**config.mk**
```make
export PLATFORM = sky130hd
export DESIGN_NAME = rep_data2stream_n
export DESIGN_NICKNAME = d
export VERILOG_FILES = /design/src/rtl/rep_data2stream_n.sv
export SDC_FILE = /design/constraint.sdc
export NUM_CORES = 1
export LEC_CHECK = 0
export BUFFER_PORTS_ARGS = -buffer_cell sky130_fd_sc_hd__clkbuf_2
export CAP_MARGIN = 20
export CORE_ASPECT_RATIO = 1.75
export CORE_UTILIZATION = 44
export CTS_CLUSTER_DIAMETER = 40
export CTS_CLUSTER_SIZE = 24
export DETAILED_ROUTE_END_ITERATION = 16
export GPL_ROUTABILITY_DRIVEN = 0
export PLACE_DENSITY = 0.75
export SYNTH_ARGS = -nofsm -noshare
export SYNTH_HDL_FRONTEND = slang
export SYNTH_SLANG_ARGS = --single-unit
```
**constraint.sdc**
```tcl
create_clock -name clk_i -period 6.45 [get_ports clk_i]
set_input_delay 1.29 -clock clk_i [delete_from_list [all_inputs] [get_ports clk_i]]
set_output_delay 1.29 -clock clk_i [all_outputs]
set_load 0.005 [all_outputs]
```
**src/rtl/rep_data2stream_n.sv**
```systemverilog
// rep_data2stream_n: pops {data, operand} entries from a show-ahead FIFO and
// expands each into a packet of operand+1 beats spread over LANES parallel
// Avalon-ST lanes. Beats are consumed in prefix order (lane 0 upward), packets
// run back-to-back without a bubble, and completed packets are counted.
module rep_data2stream_n #(
   parameter int DATA_W   = 8,
   parameter int OPER_W   = 4,
   parameter int LANES    = 4,
   parameter int INC_MODE = 0,
   parameter int CNT_W    = 16
) (
   input  logic                      clk_i,
   input  logic                      nrst_i,
   input  logic                      fifo_empty_i,
   input  logic [DATA_W-1:0]         fifo_data_i,
   input  logic [OPER_W-1:0]         fifo_operand_i,
   output logic                      fifo_rd_o,
   input  logic [LANES-1:0]          src_rdy_i,
   output logic [LANES*DATA_W-1:0]   src_data_o,
   output logic [LANES-1:0]          src_vd_o,
   output logic [LANES-1:0]          src_sop_o,
   output logic [LANES-1:0]          src_eop_o,
   output logic                      busy_o,
   output logic [CNT_W-1:0]          pkt_cnt_o
);

   localparam int RW = OPER_W + 1;

   typedef enum logic {
      IDLE = 1'b0,
      SEND = 1'b1
   } state_t;

   state_t              state_q, state_d;
   logic [DATA_W-1:0]   base_q, base_d;
   logic [RW-1:0]       rem_q, rem_d;
   logic [RW-1:0]       idx_q, idx_d;
   logic                first_q, first_d;
   logic [CNT_W-1:0]    pkt_cnt_q, pkt_cnt_d;

   logic [LANES-1:0]        vd;
   logic [LANES-1:0]        sop;
   logic [LANES-1:0]        eop;
   logic [LANES*DATA_W-1:0] data;
   logic [RW-1:0]           acc;
   logic                    pop;

   // Lane outputs derived from registers only, so ready never feeds valid.
   always_comb begin
      logic [31:0] lane_sum;
      vd       = '0;
      sop      = '0;
      eop      = '0;
      data     = '0;
      lane_sum = '0;
      if (state_q == SEND) begin
         for (int unsigned i = 0; i < LANES; i++) begin
            vd[i]  = (32'(rem_q) > i);
            eop[i] = (32'(rem_q) == (i + 1));
            if (INC_MODE != 0)
               lane_sum = 32'(base_q) + 32'(idx_q) + i;
            else
               lane_sum = 32'(base_q);
            data[i*DATA_W +: DATA_W] = lane_sum[DATA_W-1:0];
         end
         sop[0] = first_q;
      end
   end

   // Accepted beat count: contiguous run of valid&ready lanes from lane 0.
   always_comb begin
      int unsigned acc_cnt;
      logic        run;
      acc_cnt = 0;
      run     = 1'b1;
      for (int unsigned i = 0; i < LANES; i++) begin
         if (run && vd[i] && src_rdy_i[i])
            acc_cnt = acc_cnt + 1;
         else
            run = 1'b0;
      end
      acc = RW'(acc_cnt);
   end

   // Next-state: load on pop, advance on acceptance, chain packets on completion.
   always_comb begin
      state_d   = state_q;
      base_d    = base_q;
      rem_d     = rem_q;
      idx_d     = idx_q;
      first_d   = first_q;
      pkt_cnt_d = pkt_cnt_q;
      pop       = 1'b0;
      case (state_q)
         IDLE: begin
            if (!fifo_empty_i) begin
               pop     = 1'b1;
               state_d = SEND;
            end
         end
         SEND: begin
            if (acc != '0) begin
               rem_d   = rem_q - acc;
               idx_d   = idx_q + acc;
               first_d = 1'b0;
               if (acc == rem_q) begin
                  pkt_cnt_d = pkt_cnt_q + CNT_W'(1);
                  if (!fifo_empty_i)
                     pop = 1'b1;
                  else
                     state_d = IDLE;
               end
            end
         end
         default: state_d = IDLE;
      endcase
      // A pop overrides the advance above so the next packet starts zero-bubble.
      if (pop) begin
         base_d  = fifo_data_i;
         rem_d   = RW'(fifo_operand_i) + RW'(1);
         idx_d   = '0;
         first_d = 1'b1;
      end
   end

   // State and datapath registers with synchronous active-low reset.
   always_ff @(posedge clk_i) begin
      if (!nrst_i) begin
         state_q   <= IDLE;
         base_q    <= '0;
         rem_q     <= '0;
         idx_q     <= '0;
         first_q   <= 1'b0;
         pkt_cnt_q <= '0;
      end else begin
         state_q   <= state_d;
         base_q    <= base_d;
         rem_q     <= rem_d;
         idx_q     <= idx_d;
         first_q   <= first_d;
         pkt_cnt_q <= pkt_cnt_d;
      end
   end

   // No pop while reset is held, so no FIFO entry is consumed and lost.
   assign fifo_rd_o  = pop & nrst_i;
   assign src_vd_o   = vd;
   assign src_sop_o  = sop;
   assign src_eop_o  = eop;
   assign src_data_o = data;
   assign busy_o     = (state_q == SEND);
   assign pkt_cnt_o  = pkt_cnt_q;

endmodule

```
# Yosys cells after proc, flatten, opt, wreduce, memory -nomap -nowiden
# Cells that the tools add are included.
# word_totals
register_bits,31
in_bits,19
output_inout_bits,62
wordCells,58
# classes
add_sub_neg,6
magnitude_cmp,4
n_eq_ne,5
n_mux,24
bitwise,2
n_reduce_logical,12
# ops
cell,count
$mux W32,1
$mux W5,6
$add A16 B1 Y16 const B,1
$mux W1,13
$add A5 B1 Y5 const B,2
$eq A5 B2 Y1 const B,2
$gt A5 B1 Y1 const B,2
$gt A5 B2 Y1 const B,2
$mux W4,2
$logic_and A1 B1 Y1,7
$add A4 B1 Y5 const B,1
$eq A5 B1 Y1 const B,1
$eq A5 B3 Y1 const B,1
$eq A5 B5 Y1,1
$reduce_bool A5 Y1,1
$sub A5 B5 Y5,1
$pmux W1 S2,2
$reduce_bool A2 Y1,2
$reduce_and A3 Y1,1
$add A1 B1 Y2 const B,1
$reduce_and A2 Y1,1
$and A1 B1 Y1,1
$not A1 Y1,1

# Logic depth before layout (Yosys ltp)
# Gate-level depths: netlist of run 1.
# depth
ltp_word,19
mapped_depth,15

# Worst setup path before layout of run 1
# No wires, ideal clock.
# synth_timing
path_kind,input to output
from,input src_rdy_i[0]
to,output fifo_rd_o
arrival_ns,3.581
required_ns,5.160
setup_slack_ns,1.579
path_stages,10
path_buffers,1
path_cell_list,and2_1 ha_1 nor2_1 xnor2_1 o21ai_0 ha_1 nand4b_1 o41ai_4 buf_2 and2_1
# synth_between
elab_chain_cells,16
word_cells_on_any_way,23
cone_classes,add/sub: 3; eq/ne: 1; mux: 10; bitwise: 1; reduce/logical: 8
# synth_lines
element,line,rtl
from (decl),18,"input logic [LANES-1:0] src_rdy_i,"
$logic_and A1 B1 Y1 *,77,if (run && vd[i] && src_rdy_i[i])
branches (longest 9 deep; another with $add A5 B1 Y5),--,
$mux W5 *,77,
$eq A5 B5 Y1,106,if (acc == rem_q) begin
$mux W1,106,
$mux W1 *,102,if (acc != '0) begin
$pmux W1 S2 *,94,case (state_q)
$and A1 B1 Y1 *,146,assign fifo_rd_o = pop & nrst_i;
to (decl),17,"output logic fifo_rd_o,"
# Mark *: on every way between the ends.

# Final worst setup path of run 1
# layout_timing
from,register state_q (netlist: busy_o)
to,output fifo_rd_o
# layout_between
elab_chain_cells,17
word_cells_on_any_way,25
cone_classes,add/sub: 3; eq/ne: 1; mux: 11; bitwise: 2; reduce/logical: 8
# layout_lines
element,line,rtl
from (decl),34,"state_t state_q, state_d;"
from (signal assigned),136,state_q <= state_d;
branches (longest 15 deep; another with $add A5 B1 Y5),--,
$pmux W1 S2 *,94,
$and A1 B1 Y1 *,146,
# Marked as above.

==> summary.txt, run 1 <==
Critical path
  – Crit path buffers/inverters: 3
  – Crit-path max FO: 19
  – CP startpoint kind: flop
  – Worst path slowest cell: dfxtp_1
  – WP depth: 13
  – Worst path cell trace: inv_1 > a31oi_1 > and2_1 > ha_1 > nor2_1 > xnor2_1 > o21ai_0 > ha_1 > nand4b_1 > o41ai_4 > buf_4 > and2_1 > clkbuf_2
  – Delay-heaviest family, CP: flip-flops
  – Register-to-Register Path Depth: 12
  – Arrival time at the worst endpoint: 3.72 ns
  – Critical path capture point type: output port
  – Critical Path Max Stage Delay: 0.72 ns
  – Critical path type: reg -> out
  – WP data required: 5.16 ns

Global route
  – Largest net degree at the start of global routing: 27
  – Tot GR Track Use: 0.186
  – Total gr overflow: 0
  – Initial antenna violation count: 0
  – Vias in the first global route: 1657
  – First-pass GRT wire length: 7010 µm

Timing
  – Worst slew pin tran: 0.733 ns
  – Fin. max-slew vios: 0
  – Fin. Hold Viols: 0
  – Clock period minus worst slack: 5.01 ns
  – RSZ-0062 raised after global routing: no
  – # setup viols final: 0
  – Max-slew headroom: 0.508
  – Tcrit/Tclk final: 0.777
  – Final Skew: 0.00486 ns
  – Peak Freq: 0.200 GHz
  – Setup TNS: 0 ns

Cells and area
  – Cell area after layout: 0.00238 mm²
  – Cell Count, Final, Fillers Out: 348
  – Diode count: 0
  – Area grow syn2layout: 16.1%
  – Most frequent cells in the layout: 77 x clkbuf_2, 31 x dfxtp_1, 20 x a21oi_1, 20 x nor2_1, 15 x nand2_1
  – Final net count: 324
  – Layout cells sized above 1: 0.320
  – Most common cell after layout, fill and taps aside: clkbuf_2

Power and ir drop
  – Clk pwr share: 0.379
  – Net Sw Frac: 0.275
  – Switching power: 0.000142 W
  – Pleak: 1.06 nW
  – Peak supply drop: 190 µV
  – Combinational share of power: 0.212
  – Reg power frac: 0.410
  – Internal power: 0.000374 W
  – Pwr dens: 217 mW/mm²

Drt
  – Vias: 1852
  – DR iter-0 viols: 15
  – ANT nets after route: 0
  – Routed WL: 4590 µm
  – Drt first pass iters: 4
  – Drt drc: 0
  – WL/cell: 13.2 µm
  – Via-to-Cell Ratio: 5.32

CTS
  – CTS Buffer Depth: 2
  – Post-CTS Resized: 0
  – Clock Sink Count: 31
  – Clk pin slew, worst setup/hold paths: 0.07 ns
  – Clk Latency, worst-skew pair: 0.27 ns
  – CTS root buffer: clkbuf_8
  – CTS tree: done
  – Setup Fix Bufs, Post-CTS: 0
  – Post-CTS Hold Fix Bufs: 0
  – H-tree lvl count: 2
  – CTS Buf Count: 5

Synthesis
  – Sequential area share after synthesis: 0.302
  – Largest cells by area after synthesis: dfxtp_1 30%, buf_4 9.9%, mux2i_1 5.9%
  – Number of enable flip-flop cells after synthesis: 0
  – Cell count after synthesis: 246
  – Synth Register Bits: 31
  – Synth top area share: 0.302
  – Avg Inst Size Synth: 8.34 µm²
  – Synth warn: 0
  – Largest area contributor in the netlist: dfxtp_1
  – Dominant synthesized flop cell: dfxtp_1
  – Ys async rst share: 0
  – Distinct cells, synth: 45
  – Post-Syn Area: 0.00205 mm²

Placed design
  – Dpl hpwl: 3490 µm
  – Inst Count DP: 340
  – Placed Area: 0.00226 mm²
  – Port Buffers: 77

Floorplan
  – Top Ports: 81
  – Die Ht: 92.3 µm
  – Die Area: 0.00495 mm²
  – Chip Width: 53.6 µm
  – Core area: 0.00444 mm²
  – Num rows: 32
  – Initial Util: 0.462

Flow run
  – Max Cap Viol: 0

Min path
  – Hold depth: 2
  – Hold Crit Class: reg -> reg

Run status
  – Status: finished clean
-- state kept, by name, indices dropped and copies added, names as in the netlist --
name and cells:
rem_q 5, base_q 8, first_q 1, busy_o 1
pkt_cnt_o 16
-- power groups by stage --
| stage | Combinational, W | Sequential (W) | Clock (W) |
|---|---|---|---|
| after floorplan | 0.0000889 | 0.000209 | 0 |
| after global placement | 0.000108 | 0.000215 | 0 |
| after detailed placement | 0.000109 | 0.000216 | 0 |
| after CTS | 0.000110 | 0.000212 | 0.000201 |
| after global routing | 0.000122 | 0.000213 | 0.000210 |
| final | 0.000109 | 0.000212 | 0.000196 |
-- synth_stat cells, types with 2 or more instances --
cell type and number:
nand2_1 15, conb_1 2, nor3_1 5, a31oi_1 2
nand4_1 4, mux2_2 2, inv_1 8, or2_2 2
and2_1 11, or3_1 6, or4_1 7, nor2_1 20
mux2i_1 12, nand3b_1 2, ha_1 8, o31ai_1 6
o21ai_0 10, nor4_1 2, xnor2_1 7, buf_4 27
buf_2 3, clkbuf_1 6, nand3_1 7, dfxtp_1 31
a21oi_1 20, and4_1 2
-- worst min-delay path: stages (launching register included) --
cell	delay [ns]
dfxtp_1	0.32
mux2i_1	0.06
nor2_1	0.07
-- cell families (layout without fill, tap and decap cells) --
group	count (synthesis)	count (layout)	synth area share
buffers and inverters	46	95	0.139
xor gates and xnor gates	8	8	0.0341
adders and majority gates	9	9	0.0585
DFF	31	31	0.302
other	2	4	0.00366
muxes	14	14	0.0695
AOI/OAI and AO/OA	46	46	0.148
and+or+nand+nor	90	90	0.245
-- per-layer routing --
layer | track usage | share of wire | vias up
met2 | 0.343 | 0.55 | 45
met5 | 0 | 0 | -
li1 | - | - | 936
met1 | 0.197 | 0.41 | 867
met4 | 0.0746 | 0.0070 | 0
met3 | 0.0312 | 0.033 | 4
-- worst paths after layout --
check                           slack [ns]            end      start
worst max-delay path                  1.44      fifo_rd_o     busy_o
worst min-delay path                  0.49      base_q[4]  base_q[4]
worst max register to register        2.49  pkt_cnt_o[13]     busy_o
worst min register to register        0.49      base_q[4]  base_q[4]
-- per-stage QoR --
stage	setup WS [ns]	total power, W	hold slack (ns)	util
2_1_floorplan	1.58	0.000298	0.448	-
3_5_place_dp	1.52	0.000325	0.473	0.510
4_1_cts	1.37	0.000522	0.489	0.536
5_1_grt	1.08	0.000544	0.505	0.536
3_3_place_gp	1.55	0.000323	0.464	0.510
6_report	1.44	0.000517	0.485	0.536
-- final cells by class --
| cell class | instances | area (µm²) |
|---|---|---|
| clock buffer | 6 | 82.6 |
| multi-input combinational | 171 | 1150 |
| inverter | 9 | 33.8 |
| sequential | 31 | 621 |
| clock inverter | 2 | 35.0 |
| fill | 429 | 2060 |
| tap | 51 | 63.8 |
| timing repair buffer | 78 | 393 |
No activity file was read; power rests on OpenSTA's default activity.
==> run 2: changes to the inputs <==
ABC_AREA = 1   (was not set)
PLACE_DENSITY = 0.74   (was 0.75)
clock period = 4.8 ns   (was 6.45 ns; I/O delays follow)
==> summary.txt, run 2 <==
CTS
  – CTS root buffer: clkbuf_8
  – CTS Buffer Depth: 2 (unchanged)
  – H-tree lvl count: 2 (unchanged)
  – CTS tree: done
  – Clock Sink Count: 31 (unchanged)
  – Clk Latency, worst-skew pair: 0.28 ns (about the same)
  – Post-CTS Hold Fix Bufs: 0 (unchanged)
  – Clk pin slew, worst setup/hold paths: 0.07 ns (about the same)
  – CTS Buf Count: 5 (unchanged)

Critical path
  – Critical Path Max Stage Delay: 0.34 ns (-0.38 ns)
  – Cell mode on critical path: nand2_1
  – Worst path slowest cell: dfxtp_2
  – Worst path cell trace: nor2_2 > nand2_2 > nor2_1 > inv_1 > nand2_1 > nand2_1 > nand2_1 > inv_1 > ha_1 > nand2_1 > clkinv_1 > nand3_2 > inv_2 > nand4_1 > xor2_2 > inv_1 > ha_1 > nand2_1 > nor4_4 > nand3_4 > nand2_8 > inv_2 > nor2_2 > clkbuf_2
  – CP startpoint kind: flop
  – Crit-path max FO: 10 (-9)
  – Critical path type: reg -> out
  – WP data required: 3.84 ns (-1.32 ns)
  – FF-to-FF setup slack: 1.30 ns (-1.19 ns)
  – Crit path buffers/inverters: 7 (+4)
  – Delay-heaviest family, CP: simple AND/OR/NAND/NOR gates
  – Arrival time at the worst endpoint: 3.44 ns (-0.28 ns)
  – Critical path capture point type: output port

Floorplan
  – Core area: 0.00498 mm² (+12%)
  – Num rows: 34 (+6.3%)
  – Initial Util: 0.455 (-0.00671)
  – Chip Width: 56.2 µm (+4.9%)
  – Top Ports: 81 (unchanged)
  – Die Ht: 96.9 µm (+4.9%)
  – Die Area: 0.00545 mm² (+10%)

Synthesis
  – Synth warn: 0 (unchanged)
  – Cell count after synthesis: 340 (+38%)
  – Distinct cells, synth: 29 (-36%)
  – Number of enable flip-flop cells after synthesis: 0 (unchanged)
  – Ys async rst share: 0 (unchanged)
  – Synth top area share: 0.274 (-0.0284)
  – Top cells by count, synth: 69 x nand2_1, 41 x inv_1, 41 x nor2_1, 31 x dfxtp_1, 28 x buf_4
  – Sequential area share after synthesis: 0.274 (-0.0284)
  – Post-Syn Area: 0.00226 mm² (+10%)
  – Synth Register Bits: 31 (unchanged)
  – Dominant synthesized flop cell: dfxtp_1
  – Count leader, synth: nand2_1
  – Largest area contributor in the netlist: dfxtp_1
  – Largest cells by area after synthesis: dfxtp_1 27%, nand2_1 11%, buf_4 9.3%
  – Avg Inst Size Synth: 6.66 µm² (-20%)

Cells and area
  – Layout cells sized above 1: 0.301 (-0.0191)
  – Final net count: 427 (+32%)
  – Area grow syn2layout: 17.3%
  – Most common cell after layout, fill and taps aside: clkbuf_2
  – Largest register FFs: 16 (unchanged)
  – Cell Count, Final, Fillers Out: 453 (+30%)
  – Most frequent cells in the layout: 77 x clkbuf_2, 68 x nand2_1, 40 x inv_1
  – Diode count: 0 (unchanged)

Global route
  – Largest net degree at the start of global routing: 21 (-22%)
  – Initial antenna violation count: 0 (unchanged)
  – Total gr overflow: 0 (unchanged)
  – Met1 Track Usage GR: 0.176 (-0.0212)
  – First-pass GRT wire length: 8610 µm (+23%)
  – Met3 GRT Util: 0.0281 (-0.00312)
  – Gr busiest metal: met2
  – Vias in the first global route: 2128 (+28%)
  – GR Util met2: 0.386 (+0.0428)
  – Tot GR Track Use: 0.197 (+0.0104)

Timing
  – Fin. Hold Viols: 0 (unchanged)
  – Max-slew headroom: 0.562 (+0.0541)
  – Setup TNS: 0 ns (unchanged)
  – Tcrit/Tclk final: 0.917
  – Hold WS: 0.468 ns (-0.0172 ns)
  – Fin. max-slew vios: 0 (unchanged)
  – # setup viols final: 0 (unchanged)
  – Clock period minus worst slack: 4.40 ns
  – Final Skew: 0.00578 ns (+0.000920 ns)
  – Final WS setup: 0.397 ns (-1.04 ns)
  – Worst slew pin tran: 0.656 ns (-0.0774 ns)
  – Peak Freq: 0.227 GHz

Run status
  – Status: finished clean

Power and ir drop
  – Switching power: 0.000210 W (+48%)
  – Pwr dens: 248 mW/mm² (+14%)
  – Net Sw Frac: 0.319 (+0.0436)
  – Power consumption: 0.000659 W (+27%)
  – Combinational share of power: 0.255 (+0.043)
  – Pleak: 1.39 nW (+31%)
  – Peak supply drop: 201 µV (+5.5%)
  – Clk pwr share: 0.314 (-0.065)
  – Reg power frac: 0.430 (+0.020)
  – Internal power: 0.000448 W (+20%)

Placed design
  – Dpl hpwl: 4110 µm (+18%)
  – Place WS: 0.331 ns (-1.19 ns)
  – Port Buffers: 77 (unchanged)
  – Inst Count DP: 439 (+29%)

Min path
  – Hold Crit Class: reg -> reg

Drt
  – Vias: 2250 (+21%)
  – Drt drc: 0 (unchanged)
  – DR iter-0 viols: 72 (+57)
  – WL/cell: 11.7 µm (-11%)
  – Drt first pass iters: 4 (unchanged)
  – Routed WL: 5320 µm (+16%)
  – ANT nets after route: 0 (unchanged)
  – Via-to-Cell Ratio: 4.97 (-6.7%)

Flow run
  – Max Cap Viol: 0 (unchanged)
==> run 2: kinds of logic after synthesis <==
kind of cell,share of synthesized area
buffers and inverters,0.194
adders and majority gates,0.0530
xor gates and xnor gates,0.0657
and+or+nand+nor,0.316
AOI/OAI and AO/OA,0.0934
DFF,0.274
other,0.00332
==> run 2: path summary, 6_finish.rpt <==
check | start | end | cells after the start
worst min register to register | first_q | first_q | 2
worst min-delay path | first_q | first_q | 2
worst max-delay path | rem_q[2] | fifo_rd_o | 24
worst max register to register | rem_q[4] | pkt_cnt_o[2] | 25
==> run 2: power groups by stage <==
stage               sequential, W  combinational, W  clock (W)
floorplan                0.000284          0.000125          0
global placement         0.000288          0.000156          0
detailed placement       0.000287          0.000160          0
CTS                      0.000282          0.000161   0.000214
global route             0.000285          0.000187   0.000218
finish                   0.000283          0.000168   0.000207
==> run 2: repair_timing <==
item / 4_1_cts / 5_1_grt
resized for setup: 0 / 10
setup endpoints to repair: 0 / 1
setup buffers: 0 / 7
==> run 2: tightest hold or removal path, cell delays in order (launching register included) <==
cell and delay, ns:
dfxtp_1 0.31, nand2_1 0.06, a21oi_1 0.05
==> run 2: cell type report <==
| type | instances | area, µm² |
|---|---|---|
| timing repair buffer | 85 | 445 |
| clock buffer | 6 | 82.6 |
| sequential | 31 | 626 |
| multi-input combinational | 226 | 1240 |
| tap | 54 | 67.6 |
| fill | 505 | 2320 |
| clock inverter | 1 | 5.00 |
| inverter | 50 | 188 |
==> run 2: per-layer routing <==
metal  routed length, µm  up-vias
met2                2970       65
li1                    -     1148
met1                1970     1017
met3                 177       20
met4                 213        0
met5                   0        -
==> run 2: stage by stage <==
step	instance area (µm²)	util
4_1_cts	2570	0.516
3_5_place_dp	2480	0.498
5_1_grt	2660	0.534
3_3_place_gp	2480	0.498
2_1_floorplan	2270	-
6_report	2660	0.534
